==> config.mk <==
export PLATFORM = sky130hd
export DESIGN_NAME = instr_fetch_stage
export DESIGN_NICKNAME = d
export VERILOG_FILES = /design/src/rtl/instr_fetch_stage.sv
export SDC_FILE = /design/constraint.sdc
export NUM_CORES = 1
export LEC_CHECK = 0
export BUFFER_PORTS_ARGS = -buffer_cell sky130_fd_sc_hd__buf_2
export CAP_MARGIN = 20
export CORE_MARGIN = 1.5
export CORE_UTILIZATION = 52
export CTS_CLUSTER_DIAMETER = 100
export DETAILED_ROUTE_END_ITERATION = 10
export MAX_ROUTING_LAYER = met4
export PLACE_DENSITY_LB_ADDON = 0.1
export REMOVE_ABC_BUFFERS = 1
export SYNTH_ARGS = -nofsm -noshare
export SYNTH_HDL_FRONTEND = slang
export SYNTH_SLANG_ARGS = --single-unit
==> constraint.sdc <==
create_clock -name clk -period 14.5 [get_ports clk]
set_input_delay 0.725 -clock clk [delete_from_list [all_inputs] [get_ports clk]]
set_output_delay 0.725 -clock clk [all_outputs]
set_load 0.03 [all_outputs]
==> src/rtl/instr_fetch_stage.sv <==
// ----------------------------------------------------------------------------
// instr_fetch_stage
//   Fetch stage plus IF/ID register. Owns the 64-bit PC, keeps at most one
//   instruction-memory request outstanding, and hands {instruction, pc} to
//   decode through a valid/ready slot. A one-entry buffer catches a response
//   that arrives while decode is stalled. A redirect from execute flushes the
//   slot and buffer and restarts fetch at the target; a response that was
//   already in flight for the wrong path is drained and discarded.
//
//   Optional feature macro: FETCH_MISALIGN_CHK_EN
//     defined   : a redirect to a target with pc[1:0] != 0 flushes, keeps the
//                 PC, stops fetching and raises a sticky misalign_fault.
//     undefined : redirect targets are forced to word alignment and
//                 misalign_fault is tied low.
//
// Ports
//   clk, reset        rising-edge clock, asynchronous active-high reset
//   imem_req_*        fetch request (valid/ready, 64-bit address = pc)
//   imem_rsp_*        fetch response (no backpressure, max 1 outstanding)
//   redirect_*        taken branch/jump target from execute
//   id_valid/id_ready decode slot handshake
//   id_instruction    instruction in the slot (NOP_INSTR when id_valid = 0)
//   id_pc             PC of id_instruction
//   misalign_fault    sticky misaligned-redirect flag
// ----------------------------------------------------------------------------
module instr_fetch_stage #(
   parameter logic [63:0] RESET_PC  = 64'h0,
   parameter logic [31:0] NOP_INSTR = 32'h0000_0013
) (
   input  logic        clk,
   input  logic        reset,
   output logic        imem_req_valid,
   input  logic        imem_req_ready,
   output logic [63:0] imem_req_addr,
   input  logic        imem_rsp_valid,
   input  logic [31:0] imem_rsp_data,
   input  logic        redirect_valid,
   input  logic [63:0] redirect_pc,
   output logic        id_valid,
   input  logic        id_ready,
   output logic [31:0] id_instruction,
   output logic [63:0] id_pc,
   output logic        misalign_fault
);

   typedef enum logic [2:0] {
      S_REQ   = 3'd0,
      S_WAIT  = 3'd1,
      S_HOLD  = 3'd2,
      S_DRAIN = 3'd3
`ifdef FETCH_MISALIGN_CHK_EN
      , S_FAULT = 3'd4
`endif
   } state_t;

   state_t      state_r;
   logic [63:0] pc_r;
   logic        id_valid_r;
   logic [31:0] id_instr_r;
   logic [63:0] id_pc_r;
   logic [31:0] buf_instr_r;
   logic [63:0] buf_pc_r;
`ifdef FETCH_MISALIGN_CHK_EN
   logic        fault_r;
`endif

   logic        req_fire_s;
   logic        slot_free_s;
   logic [63:0] pc_next_s;
   logic [63:0] redirect_target_s;
   state_t      redirect_state_s;

   // Request handshake, slot availability, sequential PC and redirect target.
   always_comb begin
      req_fire_s        = (state_r == S_REQ) && imem_req_ready;
      slot_free_s       = !id_valid_r || id_ready;
      pc_next_s         = pc_r + 64'd4;   // wraps modulo 2^64
      redirect_target_s = {redirect_pc[63:2], 2'b00};
   end

   // Where fetch goes after a redirect: if a request is (or is being) issued
   // and its response has not been seen yet, DRAIN must swallow it first.
   always_comb begin
      redirect_state_s = S_REQ;
      case (state_r)
         S_REQ:   redirect_state_s = req_fire_s ? S_DRAIN : S_REQ;
         S_WAIT:  redirect_state_s = imem_rsp_valid ? S_REQ : S_DRAIN;
         S_DRAIN: redirect_state_s = imem_rsp_valid ? S_REQ : S_DRAIN;
         S_HOLD:  redirect_state_s = S_REQ;
         default: redirect_state_s = S_REQ;
      endcase
   end

`ifndef FETCH_MISALIGN_CHK_EN
   // Without the alignment check the low target bits are simply dropped.
   logic unused_low_bits_s;
   assign unused_low_bits_s = ^redirect_pc[1:0];
`endif

   // Fetch FSM, PC, IF/ID slot and skid buffer.
   always_ff @(posedge clk or posedge reset) begin
      if (reset) begin
         state_r     <= S_REQ;
         pc_r        <= RESET_PC;
         id_valid_r  <= 1'b0;
         id_instr_r  <= NOP_INSTR;
         id_pc_r     <= 64'h0;
         buf_instr_r <= NOP_INSTR;
         buf_pc_r    <= 64'h0;
`ifdef FETCH_MISALIGN_CHK_EN
         fault_r     <= 1'b0;
`endif
      end else if (redirect_valid) begin
         // Redirect beats everything, including a same-cycle id_ready or
         // response: the slot is emptied and never refilled this cycle.
         id_valid_r <= 1'b0;
         id_instr_r <= NOP_INSTR;
`ifdef FETCH_MISALIGN_CHK_EN
         if ((state_r == S_FAULT) || (redirect_pc[1:0] != 2'b00)) begin
            state_r <= S_FAULT;
            fault_r <= 1'b1;
         end else begin
            pc_r    <= redirect_target_s;
            state_r <= redirect_state_s;
         end
`else
         pc_r    <= redirect_target_s;
         state_r <= redirect_state_s;
`endif
      end else begin
         // Decode took the slot; later assignments refill it if possible.
         if (id_ready) begin
            id_valid_r <= 1'b0;
            id_instr_r <= NOP_INSTR;
         end
         case (state_r)
            S_REQ: begin
               if (req_fire_s) begin
                  state_r <= S_WAIT;
               end
            end
            S_WAIT: begin
               if (imem_rsp_valid) begin
                  pc_r <= pc_next_s;
                  if (slot_free_s) begin
                     id_valid_r <= 1'b1;
                     id_instr_r <= imem_rsp_data;
                     id_pc_r    <= pc_r;
                     state_r    <= S_REQ;
                  end else begin
                     buf_instr_r <= imem_rsp_data;
                     buf_pc_r    <= pc_r;
                     state_r     <= S_HOLD;
                  end
               end
            end
            S_HOLD: begin
               // Slot is known full here, so id_ready frees it for the buffer.
               if (id_ready) begin
                  id_valid_r <= 1'b1;
                  id_instr_r <= buf_instr_r;
                  id_pc_r    <= buf_pc_r;
                  state_r    <= S_REQ;
               end
            end
            S_DRAIN: begin
               if (imem_rsp_valid) begin
                  state_r <= S_REQ;
               end
            end
`ifdef FETCH_MISALIGN_CHK_EN
            S_FAULT: state_r <= S_FAULT;   // parked until reset
`endif
            default: state_r <= S_REQ;
         endcase
      end
   end

   assign imem_req_valid = (state_r == S_REQ);
   assign imem_req_addr  = pc_r;
   assign id_valid       = id_valid_r;
   assign id_instruction = id_instr_r;
   assign id_pc          = id_pc_r;
`ifdef FETCH_MISALIGN_CHK_EN
   assign misalign_fault = fault_r;
`else
   assign misalign_fault = 1'b0;
`endif

endmodule

Word level (Yosys, flattened, before mapping) --
Cells that the tools add are included.
Operators by class: add/subtract/negate cells 1, equal/unequal tests 10, mux-type cells 29, bitwise operators 2, reduce and logical (&&, ||, !) cells 12
Operator list (number):
- 2-to-1 mux 64 bit | 6
- 2-to-1 mux 32 bit | 5
- case mux 64 bit (2 select lines) | 1
- adder 64 x 3 -> 64 bit (second input constant) | 1
- case mux 32 bit (2 select lines) | 1
- 2-to-1 mux 3 bit | 5
- case mux 3 bit (4 select lines) | 1
- != test 3 bit (second input constant) | 3
- AND reduction 4 bit | 2
- equality test 3 x 2 -> 1 bit (second input constant) | 2
- 2-to-1 mux 2 bit | 3
- != test 2 bit (second input constant) | 3
- nonzero test 2 bit | 3
- 2-to-1 mux 1 bit | 5
- AND reduction 5 bit | 1
- case mux 2 bit (2 select lines) | 1
- equality test 3 x 1 -> 1 bit (second input constant) | 1
- zero test 3 bit | 1
- != test 3 x 1 -> 1 bit (second input constant) | 1
- inverter 1 bit | 2
- case mux 1 bit (2 select lines) | 1
- AND reduction 2 bit | 1
- OR reduction 2 bit | 1
- logical AND 1 bit | 1
- other kinds (2) | 2
Storage, ports and cells: flip-flop bits (word level) 260, logic and storage cells 61

Depth between registers and ports, before layout --
depth in word-level cells 6, depth in mapped cells 9, mapped depth without buffers 7

Least setup slack after synthesis --
No wires, ideal clock.
kind in2reg, from in id_ready, to reg buf_pc_r[16], setup time 125 ps, data arrival time 2252 ps, required time 14375 ps, setup slack 12123 ps, cell stages on the path 8, buffers on the path 5, path through buf_2 nand2b_1 clkbuf_1 or3_1 buf_2 buf_2 clkbuf_1 mux2_2
Between the ends: longest elaborated chain between the ends 3
RTL lines:
- start, declared | line 40 | input logic id_ready,
- logical OR 1 bit | line 76 | slot_free_s = !id_valid_r || id_ready;
- inverter 1 bit (no line)
- AND reduction 4 bit (no line)
- end signal, assigned | line 152 | buf_pc_r <= pc_r;
- end, declared | line 62 | logic [63:0] buf_pc_r;
Every way passes these cells. A chain may end at the register's enable or synchronous reset.

Final worst setup path --
from reg state_r[0], to reg id_pc_r[31] (netlist: id_pc[31])
Between the ends: longest elaborated chain between the ends 3, elaborated cells on any way between the ends 8, those cells by class eq/ne: 5; mux: 1; reduce/logical: 2
RTL lines:
- start, declared | line 56 | state_t state_r;
- start signal, assigned | line 128 | state_r <= redirect_state_s;
- equality test 3 x 1 -> 1 bit / equality test 3 x 2 -> 1 bit (equally long branches) | line 136 | case (state_r)
- != test 2 bit (no line) / nonzero test 2 bit (equally long branches)
- AND reduction 5 bit (no line)
- end signal, assigned | line 148 | id_pc_r <= pc_r;
- end signal, assigned | line 162 | id_pc_r <= buf_pc_r;
- end, declared | line 60 | logic [63:0] id_pc_r;
Parallel ways exist; a longest one is shown, timed or not.

==> impl_metrics.json <==
{
  "status": "complete, no violations",
  "start_util_pct": 53.15,
  "synthesis.area_mm2": 0.01248,
  "ios": 265,
  "synth-seq-area-share_pct": 50.81,
  "synth_edf_count": 0,
  "maxSlewViolCount": 0,
  "antenna_left": 0,
  "seq_area_mm2": 0.006339,
  "ys_dominant_reg_cell": "dfrtp_1",
  "synth.most_common_cell": "dfrtp_1",
  "chipHeight_um": 157.9,
  "synth_top_cell_by_area": "dfrtp_1",
  "post-route-util_pct": 63.02,
  "cts-buffers-inserted": 27,
  "cp-end-kind": "register",
  "hold_path_class": "in2async",
  "synthMuxAreaShare_pct": 13.27,
  "synth_compound_area_share_pct": 13.13,
  "cp_slowest_stage_delay_ps": 1030,
  "cap_viol_max_count": 0,
  "avgViaCountPerCell": 5.754,
  "cts_tree": "built",
  "seqPwrFrac_pct": 38.2,
  "yosys.area_share.simple_pct": 15.89,
  "grt_max_degree": 109,
  "clkPwrFrac_pct": 24.7,
  "crit_type": "reg2reg",
  "async_flop_share_pct": 100.0,
  "synthTopCellsByArea": "dfrtp_1 (50%), mux2_2 (8.2%), mux2i_1 (5.1%)",
  "first_pass_iters": 5,
  "cts_sinks": 253,
  "dp_hpwl_mm": 20.64,
  "crit_buf_inv": 4,
  "io_buffers": 257,
  "synth_seq_cells": 253,
  "hold_viol_final": 0,
  "std_cell_rows": 56,
  "drt_first_iter_violations": 696,
  "clk_path_buf_depth": 3,
  "dr_total_vias": 10253,
  "p_switching_mw": 1.078,
  "synth_top_family_by_area": "simple AND/OR/NAND/NOR gates",
  "wire_per_inst_um": 18.33,
  "ctsResizeCount": 0,
  "setup_viol": 0,
  "crit_fanout": 64,
  "yosys.area.top_type_share_pct": 49.54,
  "syn_to_final_growth_pct": 18.56,
  "remaining_drc_errors": 0,
  "p_int_mw": 1.658,
  "fin_tns_setup_ps": 0,
  "vdd_ir_drop_max_uv": 136.8,
  "clk-insertion-delay-late_ps": 520,
  "synth_cell_types": 57,
  "cts-root-buf": "clkbuf_16",
  "post_cts_buffers": 0,
  "critPathTopFamily": "buffers and inverters",
  "antenna_found_initial": 4,
  "clk_pin_slew_ps": 60,
  "fmax_mhz": 273.6,
  "wl_mm": 32.66,
  "grt_usage_pct": 26.75,
  "cp-start-kind": "register",
  "pwr_density_cell_mw_per_mm2": 185.0,
  "arrival_ps": 4100,
  "htreeDepth": 1,
  "comb_power_share_pct": 37.1,
  "drive_gt1_share_pct": 29.49,
  "p_leak_nw": 6.777,
  "synth_cells": 1235,
  "synth-xor-area-share_pct": 2.598,
  "syn_avg_cell_area_um2": 10.10,
  "switching_share_pct": 39.41,
  "nFillCells": 1981,
  "synth_common_cells": "dfrtp_1 (247), a21oi_1 (124), nand2_1 (100)",
  "required_ps": 14940,
  "nets": 1548,
  "overflow": 0,
  "cp_slowest_cell": "ha_1",
  "relSlewSlack_pct": 24.25,
  "core-area_mm2": 0.02347,
  "grt_pass1_wl_mm": 51.76,
  "min_period_ps": 3655,
  "period_share_pct": 25.20,
  "path_cells": "inv_1, ha_1, inv_1, a2111oi_4, buf_4, buf_4, nor2_1, a21oi_1",
  "worst_pin_slew_ps": 1135,
  "ctsHoldBuffers": 0,
  "fp.dieArea_mm2": 0.02493,
  "synthAdderAreaFrac_pct": 0.5015,
  "multi_input_area_mm2": 0.005702,
  "rsz0062_at_grt": "false",
  "place.gp.congestion": 0.8097,
  "clock_skew_ps": 7.542,
  "grt_pass1_vias": 9926,
  "ys.warnings.count": 0,
  "die_x_um": 157.9
}
-- layout by cell type (no fill, tap or decap), types with 4 or more instances in the layout --
cell	instances
conb_1	5
clkbuf_8	9
inv_1	12
and3_1	41
or4_1	9
nand2_1	100
nor2_1	96
clkbuf_1	7
dfstp_2	6
dfrtp_1	247
and4_1	5
o21ai_0	92
a21oi_1	123
nor4_1	5
o211ai_1	31
xor2_1	23
buf_4	14
o31ai_1	7
nand3_1	49
or3_1	11
clkbuf_16	27
buf_2	256
ha_1	4
mux2_2	91
mux2i_1	63
a31oi_1	21
diode_2	5
nor3_1	8
nand4_1	28
xnor2_1	14
and2_1	4
-- registers in the layout (all words and copies together), names as in the netlist --
name / flops
id_instruction: 32
id_pc: 62
imem_req_addr: 62
buf_pc_r: 62
buf_instr_r: 32
state_r: 2
id_valid: 1
-- per-layer routing --
layer | up-vias | wire (um) | global-route usage [%]
met5 | - | 0 | -
met2 | 358 | 15560 | 42.63
met4 | 0 | 697 | 7.772
met1 | 4990 | 14160 | 34.79
li1 | 4856 | - | -
met3 | 49 | 2246 | 5.201
-- worst register-to-register path: stages (launching register included) --
cell       delay, ps
dfrtp_1          390
inv_1            120
ha_1            1030
inv_1            300
a2111oi_4        270
buf_4            550
buf_4            620
nor2_1           140
a21oi_1          150
-- power by group through the flow --
stage	sequential (mW)	clock [mW]	combinational, mW
floorplan	1.28	0	0.497
global placement	1.05	0	0.998
detailed placement	1.05	0	1.02
CTS	1.04	0.691	1.02
global route	1.07	0.717	1.11
finish	1.04	0.677	1.01
-- layout make-up --
type / instances / area share, %
Inverter: 14 / 0.4060
Sequential cell: 253 / 42.85
Antenna cell: 5 / 0.08459
Clock inverter: 3 / 0.2707
Clock buffer: 43 / 5.583
Multi-Input combinational cell: 874 / 38.55
Timing Repair Buffer: 271 / 9.558
Tap cell: 319 / 2.698
-- final timing paths --
kind	startpoint	slack [ps]	cells after the start	to
max in group asynchronous	reset	12810	3	buf_pc_r[58]$_DFFE_PP0P_
setup / recovery	state_r[0]$_DFFE_PP0P_	10850	8	id_pc[31]$_DFFE_PP0P_
hold / removal	reset	350	2	id_pc[61]$_DFFE_PP0P_
hold reg to reg	buf_pc_r[47]$_DFFE_PP0P_	480	2	buf_pc_r[47]$_DFFE_PP0P_
min in group clk	redirect_pc[26]	410	3	imem_req_addr[26]$_DFFE_PP0N_
setup reg to reg	state_r[0]$_DFFE_PP0P_	10850	8	id_pc[31]$_DFFE_PP0P_
-- cells by family (layout without fill, tap and decap cells) --
group | after synthesis | after routing
fa+ha+maj | 5 | 5
flops | 253 | 253
xor+xnor | 37 | 37
mux | 154 | 154
simple gates | 383 | 383
other cells | 1 | 10
buf+inv | 112 | 331
compound gates | 290 | 290
-- metrics by stage --
stage	hold WS (ps)	std cells	cell area [um2]	worst slack [ps]	power [mW]
after floorplan	449.6	1141	12070	6828	1.774
after global placement	463.1	1730	13890	10690	2.043
after detailed placement	470.9	1730	13890	10640	2.071
after CTS	382.1	1776	14750	10850	2.756
after global routing	402.2	1781	14790	10520	2.897
final	351.4	1782	14790	10850	2.736
(Power assumes the default switching activity.)
